`config.mk`:
```
export PLATFORM = sky130hd
export DESIGN_NAME = ysyx_icache
export DESIGN_NICKNAME = d
export VERILOG_FILES = /design/src/rtl/ysyx_icache_pkg.sv /design/src/rtl/ysyx_icache_array.sv /design/src/rtl/ysyx_icache.sv
export SDC_FILE = /design/constraint.sdc
export NUM_CORES = 2
export LEC_CHECK = 0
export CAP_MARGIN = 20
export CELL_PAD_IN_SITES_DETAIL_PLACEMENT = 2
export CELL_PAD_IN_SITES_GLOBAL_PLACEMENT = 2
export CORE_MARGIN = 3
export CORE_UTILIZATION = 45
export CTS_CLUSTER_SIZE = 16
export DETAILED_ROUTE_END_ITERATION = 7
export HOLD_SLACK_MARGIN = 0.03
export PLACE_DENSITY = 0.76
export SLEW_MARGIN = 10
export SYNTH_ARGS = -nofsm -noshare
export SYNTH_HDL_FRONTEND = slang
export SYNTH_HIERARCHICAL = 1
export SYNTH_SLANG_ARGS = --single-unit
```
`constraint.sdc`:
```
create_clock -name clk -period 3.5 [get_ports clk]
set_input_delay 0.35 -clock clk [delete_from_list [all_inputs] [get_ports clk]]
set_output_delay 0.35 -clock clk [all_outputs]
set_load 0.05 [all_outputs]
```
`src/rtl/ysyx_icache_pkg.sv`:
```
// Shared types and constants for the direct-mapped instruction cache.
// Imported by the cache top and its storage array.
package ysyx_icache_pkg;

  typedef enum logic [1:0] {
    IDLE   = 2'd0,
    REFILL = 2'd1,
    RESP   = 2'd2
  } ysyx_icache_state_t;

  localparam int ICACHE_SETS       = 16;
  localparam int ICACHE_LINE_WORDS = 4;

  // fence.i encoding (MISC-MEM opcode, funct3 = 001)
  localparam logic [31:0] FENCE_I_INST = 32'h0000_100F;

endpackage

```
`src/rtl/ysyx_icache_array.sv`:
```
// Valid/tag/data storage for the instruction cache: combinational read by index,
// a per-word data write port, a tag/valid write port and a flush-all input.
module ysyx_icache_array
  import ysyx_icache_pkg::*;
#(
  parameter int ADDR_W     = 32,
  parameter int DATA_W     = 32,
  parameter int SETS       = ICACHE_SETS,
  parameter int LINE_WORDS = ICACHE_LINE_WORDS,
  localparam int IDX_W     = $clog2(SETS),
  localparam int WORD_W    = $clog2(LINE_WORDS),
  localparam int TAG_W     = ADDR_W - IDX_W - WORD_W - 2
) (
  input  logic              clk,
  input  logic              rst,
  input  logic [IDX_W-1:0]  rd_index,
  input  logic [WORD_W-1:0] rd_word,
  output logic              rd_valid,
  output logic [TAG_W-1:0]  rd_tag,
  output logic [DATA_W-1:0] rd_data,
  input  logic [IDX_W-1:0]  wr_index,
  input  logic              data_we,
  input  logic [WORD_W-1:0] wr_word,
  input  logic [DATA_W-1:0] wr_data,
  input  logic              tag_we,
  input  logic              tag_valid,
  input  logic [TAG_W-1:0]  wr_tag,
  input  logic              flush
);

  logic [SETS-1:0]   valid_q;
  logic [TAG_W-1:0]  tag_q  [SETS];
  logic [DATA_W-1:0] data_q [SETS][LINE_WORDS];

  // Flush wins over a same-cycle tag write so a late fence.i never leaves a stale line valid.
  always_ff @(posedge clk or negedge rst) begin
    if (!rst) begin
      valid_q <= '0;
    end else if (flush) begin
      valid_q <= '0;
    end else if (tag_we) begin
      valid_q[wr_index] <= tag_valid;
    end
  end

  always_ff @(posedge clk) begin
    if (tag_we) begin
      tag_q[wr_index] <= wr_tag;
    end
    if (data_we) begin
      data_q[wr_index][wr_word] <= wr_data;
    end
  end

  assign rd_valid = valid_q[rd_index];
  assign rd_tag   = tag_q[rd_index];
  assign rd_data  = data_q[rd_index][rd_word];

endmodule

```
`src/rtl/ysyx_icache.sv`:
```
// Direct-mapped read-only instruction cache: hit lookup, sequential line refill
// over the arbiter IFU port, hit/miss counters and fence.i invalidation.
//
// state  | meaning
// IDLE   | waiting for a fetch; lookup and tag compare happen here
// REFILL | fetching the line one beat at a time from the bus
// RESP   | one-cycle response pulse to the IFU
module ysyx_icache
  import ysyx_icache_pkg::*;
#(
  parameter int ADDR_W     = 32,
  parameter int DATA_W     = 32,
  parameter int SETS       = ICACHE_SETS,
  parameter int LINE_WORDS = ICACHE_LINE_WORDS
) (
  input  logic              clk,
  input  logic              rst,
  input  logic [ADDR_W-1:0] ifu_pc,
  input  logic              ifu_req,
  output logic [DATA_W-1:0] ifu_inst_o,
  output logic              ifu_valid_o,
  input  logic              fence_i,
  output logic [ADDR_W-1:0] bus_araddr_o,
  output logic              bus_arvalid_o,
  input  logic [DATA_W-1:0] bus_rdata,
  input  logic              bus_rvalid,
  output logic [31:0]       hit_cnt_o,
  output logic [31:0]       miss_cnt_o
);

  localparam int IDX_W  = $clog2(SETS);
  localparam int WORD_W = $clog2(LINE_WORDS);
  localparam int TAG_W  = ADDR_W - IDX_W - WORD_W - 2;
  localparam logic [WORD_W-1:0] LAST_BEAT = WORD_W'(LINE_WORDS - 1);

  ysyx_icache_state_t state, state_n;

  logic [TAG_W-1:0]  lat_tag;
  logic [IDX_W-1:0]  lat_index;
  logic [WORD_W-1:0] lat_word;
  logic [WORD_W-1:0] beat;
  logic              poison;
  logic [DATA_W-1:0] resp_q;
  logic [31:0]       hit_cnt, miss_cnt;

  logic [WORD_W-1:0] pc_word;
  logic [IDX_W-1:0]  pc_index;
  logic [TAG_W-1:0]  pc_tag;
  logic              unused_pc_offset;

  logic              arr_valid;
  logic [TAG_W-1:0]  arr_tag;
  logic [DATA_W-1:0] arr_data;
  logic              lookup_hit;
  logic              data_we, tag_we, hit_inc, miss_inc;

  assign pc_word          = ifu_pc[2 +: WORD_W];
  assign pc_index         = ifu_pc[2 + WORD_W +: IDX_W];
  assign pc_tag           = ifu_pc[ADDR_W-1 -: TAG_W];
  assign unused_pc_offset = ^ifu_pc[1:0];

  ysyx_icache_array #(
    .ADDR_W     (ADDR_W),
    .DATA_W     (DATA_W),
    .SETS       (SETS),
    .LINE_WORDS (LINE_WORDS)
  ) u_array (
    .clk       (clk),
    .rst       (rst),
    .rd_index  (pc_index),
    .rd_word   (pc_word),
    .rd_valid  (arr_valid),
    .rd_tag    (arr_tag),
    .rd_data   (arr_data),
    .wr_index  (lat_index),
    .data_we   (data_we),
    .wr_word   (beat),
    .wr_data   (bus_rdata),
    .tag_we    (tag_we),
    .tag_valid (!poison && !fence_i),
    .wr_tag    (lat_tag),
    .flush     (fence_i)
  );

  // A fence.i arriving with the lookup forces a miss.
  assign lookup_hit = arr_valid && (arr_tag == pc_tag) && !fence_i;

  always_ff @(posedge clk or negedge rst) begin
    if (!rst) begin
      state <= IDLE;
    end else begin
      state <= state_n;
    end
  end

  always_comb begin
    state_n       = state;
    bus_arvalid_o = 1'b0;
    bus_araddr_o  = '0;
    ifu_valid_o   = 1'b0;
    data_we       = 1'b0;
    tag_we        = 1'b0;
    hit_inc       = 1'b0;
    miss_inc      = 1'b0;
    case (state)
      IDLE: begin
        if (ifu_req) begin
          if (lookup_hit) begin
            hit_inc = 1'b1;
            state_n = RESP;
          end else begin
            miss_inc = 1'b1;
            state_n  = REFILL;
          end
        end
      end
      REFILL: begin
        bus_arvalid_o = 1'b1;
        bus_araddr_o  = {lat_tag, lat_index, beat, 2'b00};
        if (bus_rvalid) begin
          data_we = 1'b1;
          if (beat == LAST_BEAT) begin
            tag_we  = 1'b1;
            state_n = RESP;
          end
        end
      end
      RESP: begin
        ifu_valid_o = 1'b1;
        state_n     = IDLE;
      end
      default: state_n = IDLE;
    endcase
  end

  always_ff @(posedge clk or negedge rst) begin
    if (!rst) begin
      lat_tag   <= '0;
      lat_index <= '0;
      lat_word  <= '0;
      beat      <= '0;
      poison    <= 1'b0;
      resp_q    <= '0;
      hit_cnt   <= '0;
      miss_cnt  <= '0;
    end else begin
      if (hit_inc) begin
        resp_q  <= arr_data;
        hit_cnt <= hit_cnt + 32'd1;
      end
      if (miss_inc) begin
        lat_tag   <= pc_tag;
        lat_index <= pc_index;
        lat_word  <= pc_word;
        beat      <= '0;
        miss_cnt  <= miss_cnt + 32'd1;
      end
      if (state == REFILL && bus_rvalid) begin
        beat <= beat + 1'b1;
        if (beat == lat_word) begin
          resp_q <= bus_rdata;
        end
      end
      // RESP always returns to IDLE, so clearing here is clearing on IDLE entry.
      if (state == REFILL && fence_i) begin
        poison <= 1'b1;
      end else if (state == RESP) begin
        poison <= 1'b0;
      end
    end
  end

  assign ifu_inst_o = resp_q;
  assign hit_cnt_o  = hit_cnt;
  assign miss_cnt_o = miss_cnt;

endmodule

```
## After elaboration in Yosys (flattened, before gate mapping)

Memory sizes are Yosys's and may differ from the RTL's.
Index checks and enable logic that the tools add are counted.

| storage, ports and cells | value |
|---|---|
| input bits | 69 |
| memories | 2 |
| RAM bits | 2432 |
| word-level logic and storage cells | 87 |
| output and inout bits | 130 |
| bits in registers | 147 |

| operators by class | value |
|---|---|
| bitwise logic cells | 2 |
| muxes and demuxes | 42 |
| eq/ne operators | 8 |
| reduce and logical (&&, ||, !) cells | 14 |
| add/subtract/negate cells | 3 |
| magnitude comparators | 6 |

Memory list:

| name | words | bits a word | rd ports | clocked after Yosys merged registers in | wr ports | line | RTL |
|---|---|---|---|---|---|---|---|
| u_array.data_q | 16 | 128 | 1 | 0 | 1 | ysyx_icache_array.sv:33 | `logic [DATA_W-1:0] data_q [SETS][LINE_WORDS];` |
| u_array.tag_q | 16 | 24 | 1 | 0 | 1 | ysyx_icache_array.sv:32 | `logic [TAG_W-1:0] tag_q [SETS];` |

Operators with widths:

| kind | count |
|---|---|
| two-way mux 32 bit | 7 |
| two-way mux 128 bit | 1 |
| adder 32 x 1 -> 32 bit (second input constant) | 2 |
| binary-select mux 32 bit (select 2 bit) | 1 |
| demux 32 bit (select 2 bit) | 1 |
| two-way mux 16 bit | 2 |
| == test 24 bit | 1 |
| two-way mux 1 bit | 20 |
| bitwise mux 16 bit | 1 |
| two-way mux 2 bit | 6 |
| < comparator 4 x 5 -> 1 bit (second input constant) | 2 |
| logical AND 1 bit | 7 |
| >= comparator 3 bit (second input constant) | 2 |
| inequality test 2 bit (second input constant) | 3 |
| NOT 2 -> 3 bit | 2 |
| nonzero test 2 bit | 3 |
| binary-select mux 1 bit (select 4 bit) | 1 |
| demux 1 bit (select 4 bit) | 1 |
| == test 2 bit (second input constant) | 2 |
| >= comparator 4 x 1 -> 1 bit (second input constant) | 1 |
| one-hot mux 2 bit (2 select lines) | 1 |
| < comparator 3 x 1 -> 1 bit (second input constant) | 1 |
| AND reduction 3 bit | 1 |
| adder 2 x 1 -> 2 bit (second input constant) | 1 |
| 4 further kinds | 5 |

## Longest topological paths before layout

| logic depth | value |
|---|---|
| depth after elaboration | 10 |
| depth in mapped cells | 16 |
| gate-level depth less buffers | 9 |

## By module

The synthesis kept the hierarchy.

Modules (own cells, without submodules):

| module | seq. area each (um^2) | instances | area each (um^2) | cells an instance |
|---|---|---|---|---|
| ysyx_icache_array | 73430.4 | 1 | 93084.3 | 3878 |
| ysyx_icache | 3278.1 | 1 | 6790.3 | 649 |

## Worst setup path before layout

No wires, ideal clock.

| timing path | value |
|---|---|
| path kind | input to register |
| from | input port ifu_pc[4] |
| to | register hit_cnt[1], in the netlist hit_cnt_o[1] |
| data arrival time | 3633 ps |
| cell stages on the path | 12 |
| path slack | -258 ps |
| setup time | 125 ps |
| cells stage by stage | buf_2 -> buf_6 -> buf_6 -> buf_2 -> mux4_2 -> mux4_2 -> xor2_1 -> nor4_1 -> nand4_2 -> buf_6 -> nor3_1 -> mux2_2 |

| on the way | value |
|---|---|
| cells in the longest elaborated chain, start to end | 7 |

Ends and longest elaborated chain:

| what | line | RTL |
|---|---|---|
| start: declaration | ysyx_icache.sv:18 | `input logic [ADDR_W-1:0] ifu_pc,` |
| memory read (16 x 24 bit) | - |  |
| net arr_tag[23] | ysyx_icache.sv:52 | `logic [TAG_W-1:0] arr_tag;` |
| == test 24 bit | ysyx_icache.sv:86 | `assign lookup_hit = arr_valid && (arr_tag == pc_tag) && !fence_i;` |
| logical AND 1 bit (2 in series) | ysyx_icache.sv:86 |  |
| two-way mux 1 bit | ysyx_icache.sv:108 | `if (lookup_hit) begin` |
| two-way mux 1 bit | ysyx_icache.sv:107 | `if (ifu_req) begin` |
| two-way mux 1 bit | ysyx_icache.sv:105 | `case (state)` |
| end signal: assignment | ysyx_icache.sv:149 | `hit_cnt <= hit_cnt + 32'd1;` |
| end: declaration | ysyx_icache.sv:44 | `logic [31:0] hit_cnt, miss_cnt;` |

The timed path passes the listed nets, and every way through them passes these cells. The select of a mux whose other input is x is not followed.
A chain may end at the register's enable or synchronous reset.

## Worst setup path after layout

| timing path | value |
|---|---|
| from | memory u_array/tag_q[0][6] in the netlist's numbering |
| to | register resp_q[16], in the netlist ifu_inst_o[16] |

| on the way | value |
|---|---|
| cells in the longest elaborated chain, start to end | 10 |

Ends and longest elaborated chain:

| what | line | RTL |
|---|---|---|
| start: declaration | ysyx_icache_array.sv:32 |  |
| memory read (16 x 24 bit) (*) | - |  |
| net arr_tag[6] | ysyx_icache.sv:52 |  |
| == test 24 bit (*) | ysyx_icache.sv:86 |  |
| logical AND 1 bit (*) (2 in series) | ysyx_icache.sv:86 |  |
| two-way mux 1 bit (*) | ysyx_icache.sv:108 |  |
| two-way mux 1 bit (*) | ysyx_icache.sv:107 |  |
| two-way mux 1 bit (*) | ysyx_icache.sv:105 |  |
| two-way mux 32 bit (*) | ysyx_icache.sv:147 | `if (hit_inc) begin` |
| two-way mux 32 bit | ysyx_icache.sv:160 | `if (beat == lat_word) begin` |
| two-way mux 32 bit (*) | ysyx_icache.sv:158 | `if (state == REFILL && bus_rvalid) begin` |
| end signal: assignment | ysyx_icache.sv:148 | `resp_q <= arr_data;` |
| end signal: assignment | ysyx_icache.sv:161 | `resp_q <= bus_rdata;` |
| end: declaration | ysyx_icache.sv:43 | `logic [DATA_W-1:0] resp_q;` |

Mark *: on every way through the listed nets, which the timed path passes. The rest lies on a longest branch.

==> impl_metrics.env <==
export IMPL_p_clk_share_pct=39.1
export IMPL_route_met3_wl_mm=37.6
export IMPL_place_hpwl_mm=211
export IMPL_leakagePower_nw=38.0
export IMPL_drive_gt1_share_pct=30.9
export IMPL_area_growth_pct=18.6
export IMPL_path_common_cell="buf_4"
export IMPL_final_max_slew_viol_count=0
export IMPL_htree_levels=5
export IMPL_irDropWorstVdd_uv=554
export IMPL_crit_family="multiplexers"
export IMPL_antenna_found_initial=30
export IMPL_required_ns=4.29
export IMPL_hold_class="in2reg"
export IMPL_clock_latency_ns=0.96
export IMPL_netlist_area_sq_um=99900
export IMPL_cts_buffer_depth=4
export IMPL_internal_power_mw=54.9
export IMPL_final_hold_violation_count=0
export IMPL_seq_power_share_pct=49.0
export IMPL_synth_cell_types=58
export IMPL_first_global_vias=58900
export IMPL_die_y_microns=477
export IMPL_globalplace_congestion=0.878
export IMPL_cts_root_buf="clkbuf_16"
export IMPL_layout_nets=5254
export IMPL_grt_pass1_wl_mm=522
export IMPL_hold_path_depth=1
export IMPL_syn_inst=4527
export IMPL_dr_pass1_iters=5
export IMPL_drt_total_wl_mm=381
export IMPL_via_count=56600
export IMPL_slowest_delay_ns=0.52
export IMPL_m1WireLength_mm=137
export IMPL_slew_limit_headroom_pct=18.5
export IMPL_max_slew_worst_pin_slew_ns=1.22
export IMPL_wl_met2_mm=186
export IMPL_ant_nets=0
export IMPL_setup_slack_ns=-0.205
export IMPL_cap_violations=0
export IMPL_reg2reg_from="u_array/tag_q[0][6]$_DFFE_PP_"
export IMPL_drc=0
export IMPL_die_area_sq_um=228000
export IMPL_layout_common_cells="edfxtp_1, mux4_2, clkbuf_16"
export IMPL_endpoint_kind="flip-flop"
export IMPL_min_period_over_period_pct=106
export IMPL_fp_dieW_microns=477
export IMPL_final_common_cell="edfxtp_1"
export IMPL_path_class="reg2reg"
export IMPL_place_inst=7794
export IMPL_p_sw_mw=21.0
export IMPL_rsz0062_at_grt="true"
export IMPL_grt_max_degree=107
export IMPL_async_flop_share_pct=5.70
export IMPL_io_buffers=194
export IMPL_arrival_ns=4.49
export IMPL_netSwitchingFraction_pct=27.7
export IMPL_highest_layer="met5"
export IMPL_slowest_stage="a31oi_1"
export IMPL_setup_violations=9
export IMPL_p_per_area_nw_per_um2=641
export IMPL_min_period_ns=3.71
export IMPL_yosys_warnings=6
export IMPL_grt_util_all_layers_pct=33.1
export IMPL_utilization_pct=53.8
export IMPL_p_comb_share_pct=12.0
export IMPL_max_freq_ghz=0.270
export IMPL_cts_sinks=2579
export IMPL_path_cells="mux4_2 -> mux4_2 -> xor2_1 -> buf_4 -> nor4_4 -> buf_4 -> and4_2 -> buf_12 -> buf_4 -> buf_4 -> nand4_1 -> a31oi_1"
export IMPL_reg2reg_slack_ns=-0.21
export IMPL_cts_tree="done"
export IMPL_skew_ns=0.0742
export IMPL_ys_flop_type="edfxtp_1"
export IMPL_violations="negative setup slack"
export IMPL_start_util_pct=45.4
export IMPL_wl_per_cell_microns=45.7
export IMPL_path_clk_slew_ns=0.08
export IMPL_rows=172
export IMPL_core_area_sq_um=220000
export IMPL_gr_total_overflow=0
export IMPL_crit_buf_inv=5
export IMPL_n_fill_cell=18200
export IMPL_drt_iter0_markers=9218
export IMPL_avgSynthCellArea_sq_um=22.1
export IMPL_worstReg2RegEnd="ifu_inst_o[16]$_DFF_PN0_"
export IMPL_hp_start="bus_rdata[21]"
export IMPL_synth_seq_cells=2579
export IMPL_yosysSeqAreaShare_pct=76.8
export IMPL_whs_endpoint="u_array/data_q[0][85]$_DFFE_PP_"
export IMPL_via_per_inst=6.78
export IMPL_worst_setup_path_start_kind="flip-flop"
export IMPL_finalNonFillerCells=8344
export IMPL_cts_buffers=288
export IMPL_r2r_cells=12
export IMPL_outcome="finished with violations"
export IMPL_ios=199
export IMPL_cp_max_fo=8
export IMPL_synth_edf_count=2432
==> per-layer routing <==
metal	GRT usage [%]	vias up
li1	-	20400
met1	42.9	30800
met2	53.7	4278
met3	7.30	1019
met4	15.3	24
met5	0	-
==> timing repair <==
item | 4_1_cts | 5_1_grt
pin swaps | 4 | 7
endpoints found under the hold margin | 110 | 301
gates cloned | 0 | 4
hold buffers | 2 | 21
gates resized for setup | 49 | 27
setup endpoints to repair | 70 | 30
setup buffers | 0 | 14
==> power groups by stage <==
stage	clock network [mW]	registers, mW	logic, mW
finish	29.6	37.2	9.07
global route	31.1	37.3	9.26
CTS	29.9	37.1	8.77
detailed placement	0	37.7	8.58
global placement	0	37.3	8.01
floorplan	0	37.5	3.81
==> Yosys cell counts (4+ instances only) <==
cell          n  share of area [%]
inv_1         6              0.023
mux2i_1      44               0.44
o221ai_1     25               0.22
clkbuf_1     97               0.36
edfxtp_1   2432                 73
o22ai_1      93               0.58
or3b_2        5              0.044
buf_1        25              0.094
mux2_2       34               0.38
a211oi_1     12              0.090
nand2b_1      7              0.044
and3_1       11              0.069
o2111ai_1    11              0.096
nand4_1      57               0.36
xor2_1       56               0.49
buf_4        39               0.29
and4_1       12               0.11
or2_2         4              0.025
a31oi_1      58               0.36
nand3b_1      7              0.053
nor4_2        9               0.11
a21oi_1      38               0.19
nor4_1        9              0.056
buf_2        72               0.36
o211ai_1      7              0.053
buf_6        25               0.28
mux4_2      689                 16
dfrtp_1     147                3.7
xnor2_1      32               0.28
nand2_1      81               0.30
nand3_1      22               0.11
nor3_1       28               0.14
and2_1       37               0.23
o21ai_0      41               0.21
nor2b_1      16               0.10
nor2_1      208               0.78
==> final cells by class <==
class	instances	area (sq um)	area share, %
sequential	2579	76700	64.8
multi-input combinational	1685	22700	19.2
timing repair buffer	622	6700	5.66
clock buffer	383	7770	6.56
antenna	11	27.5	0.0232
tap	2958	3700	3.12
inverter	6	22.5	0.0190
clock inverter	100	821	0.693
==> kinds of logic after synthesis <==
kind of cell               share of synthesized area (%)
and+or+nand+nor                                     2.64
AOI/OAI and AO/OA                                   1.96
DFF                                                 76.8
other                                            0.00375
buffers and inverters                               1.42
muxes                                               16.4
adders and majority gates                         0.0376
xor gates and xnor gates                           0.772
==> flip-flops by register name, summed over array words and instances (netlist names) <==
name             cells
state                2
hit_cnt_o           32
beat                 2
lat_index            4
miss_cnt_o          32
poison               1
u_array/data_q    2048
ifu_inst_o          32
lat_word             2
u_array/tag_q      384
u_array/valid_q     16
lat_tag             24
==> worst max path at each step <==
stage | start | to | slack, ns | cells past startpoint
global placement | ifu_pc[4] | hit_cnt_o[1]$_DFFE_PN0N_ | -0.37 | 11
CTS | state[0]$_DFFE_PN0P_ | bus_araddr_o[30] | 0.003 | 4
floorplan | state[0]$_DFFE_PN0P_ | u_array/data_q[15][100]$_DFFE_PP_ | -0.09 | 8
detailed placement | ifu_pc[4] | ifu_inst_o[23]$_DFF_PN0_ | -0.67 | 14
global route | u_array/tag_q[12][6]$_DFFE_PP_ | ifu_inst_o[16]$_DFF_PN0_ | -0.32 | 12
finish | u_array/tag_q[0][6]$_DFFE_PP_ | ifu_inst_o[16]$_DFF_PN0_ | -0.21 | 12
==> metrics by stage <==
step | area, sq um | TNS (ns) | worst slack [ns] | power, mW | hold WS [ns]
2_1_floorplan | 100000 | -29.82 | -0.0925 | 41.3 | 0.0544
3_3_place_gp | 109000 | -20.71 | -0.369 | 45.3 | 0.472
3_5_place_dp | 109000 | -41.91 | -0.669 | 46.2 | 0.496
4_1_cts | 118000 | 0 | 0.00310 | 75.8 | 0.0391
5_1_grt | 118000 | -1.35 | -0.316 | 77.6 | 0.0408
6_report | 118000 | -0.430 | -0.205 | 75.9 | 0.0737
Note: power is estimated with default switching activity, not from simulation.
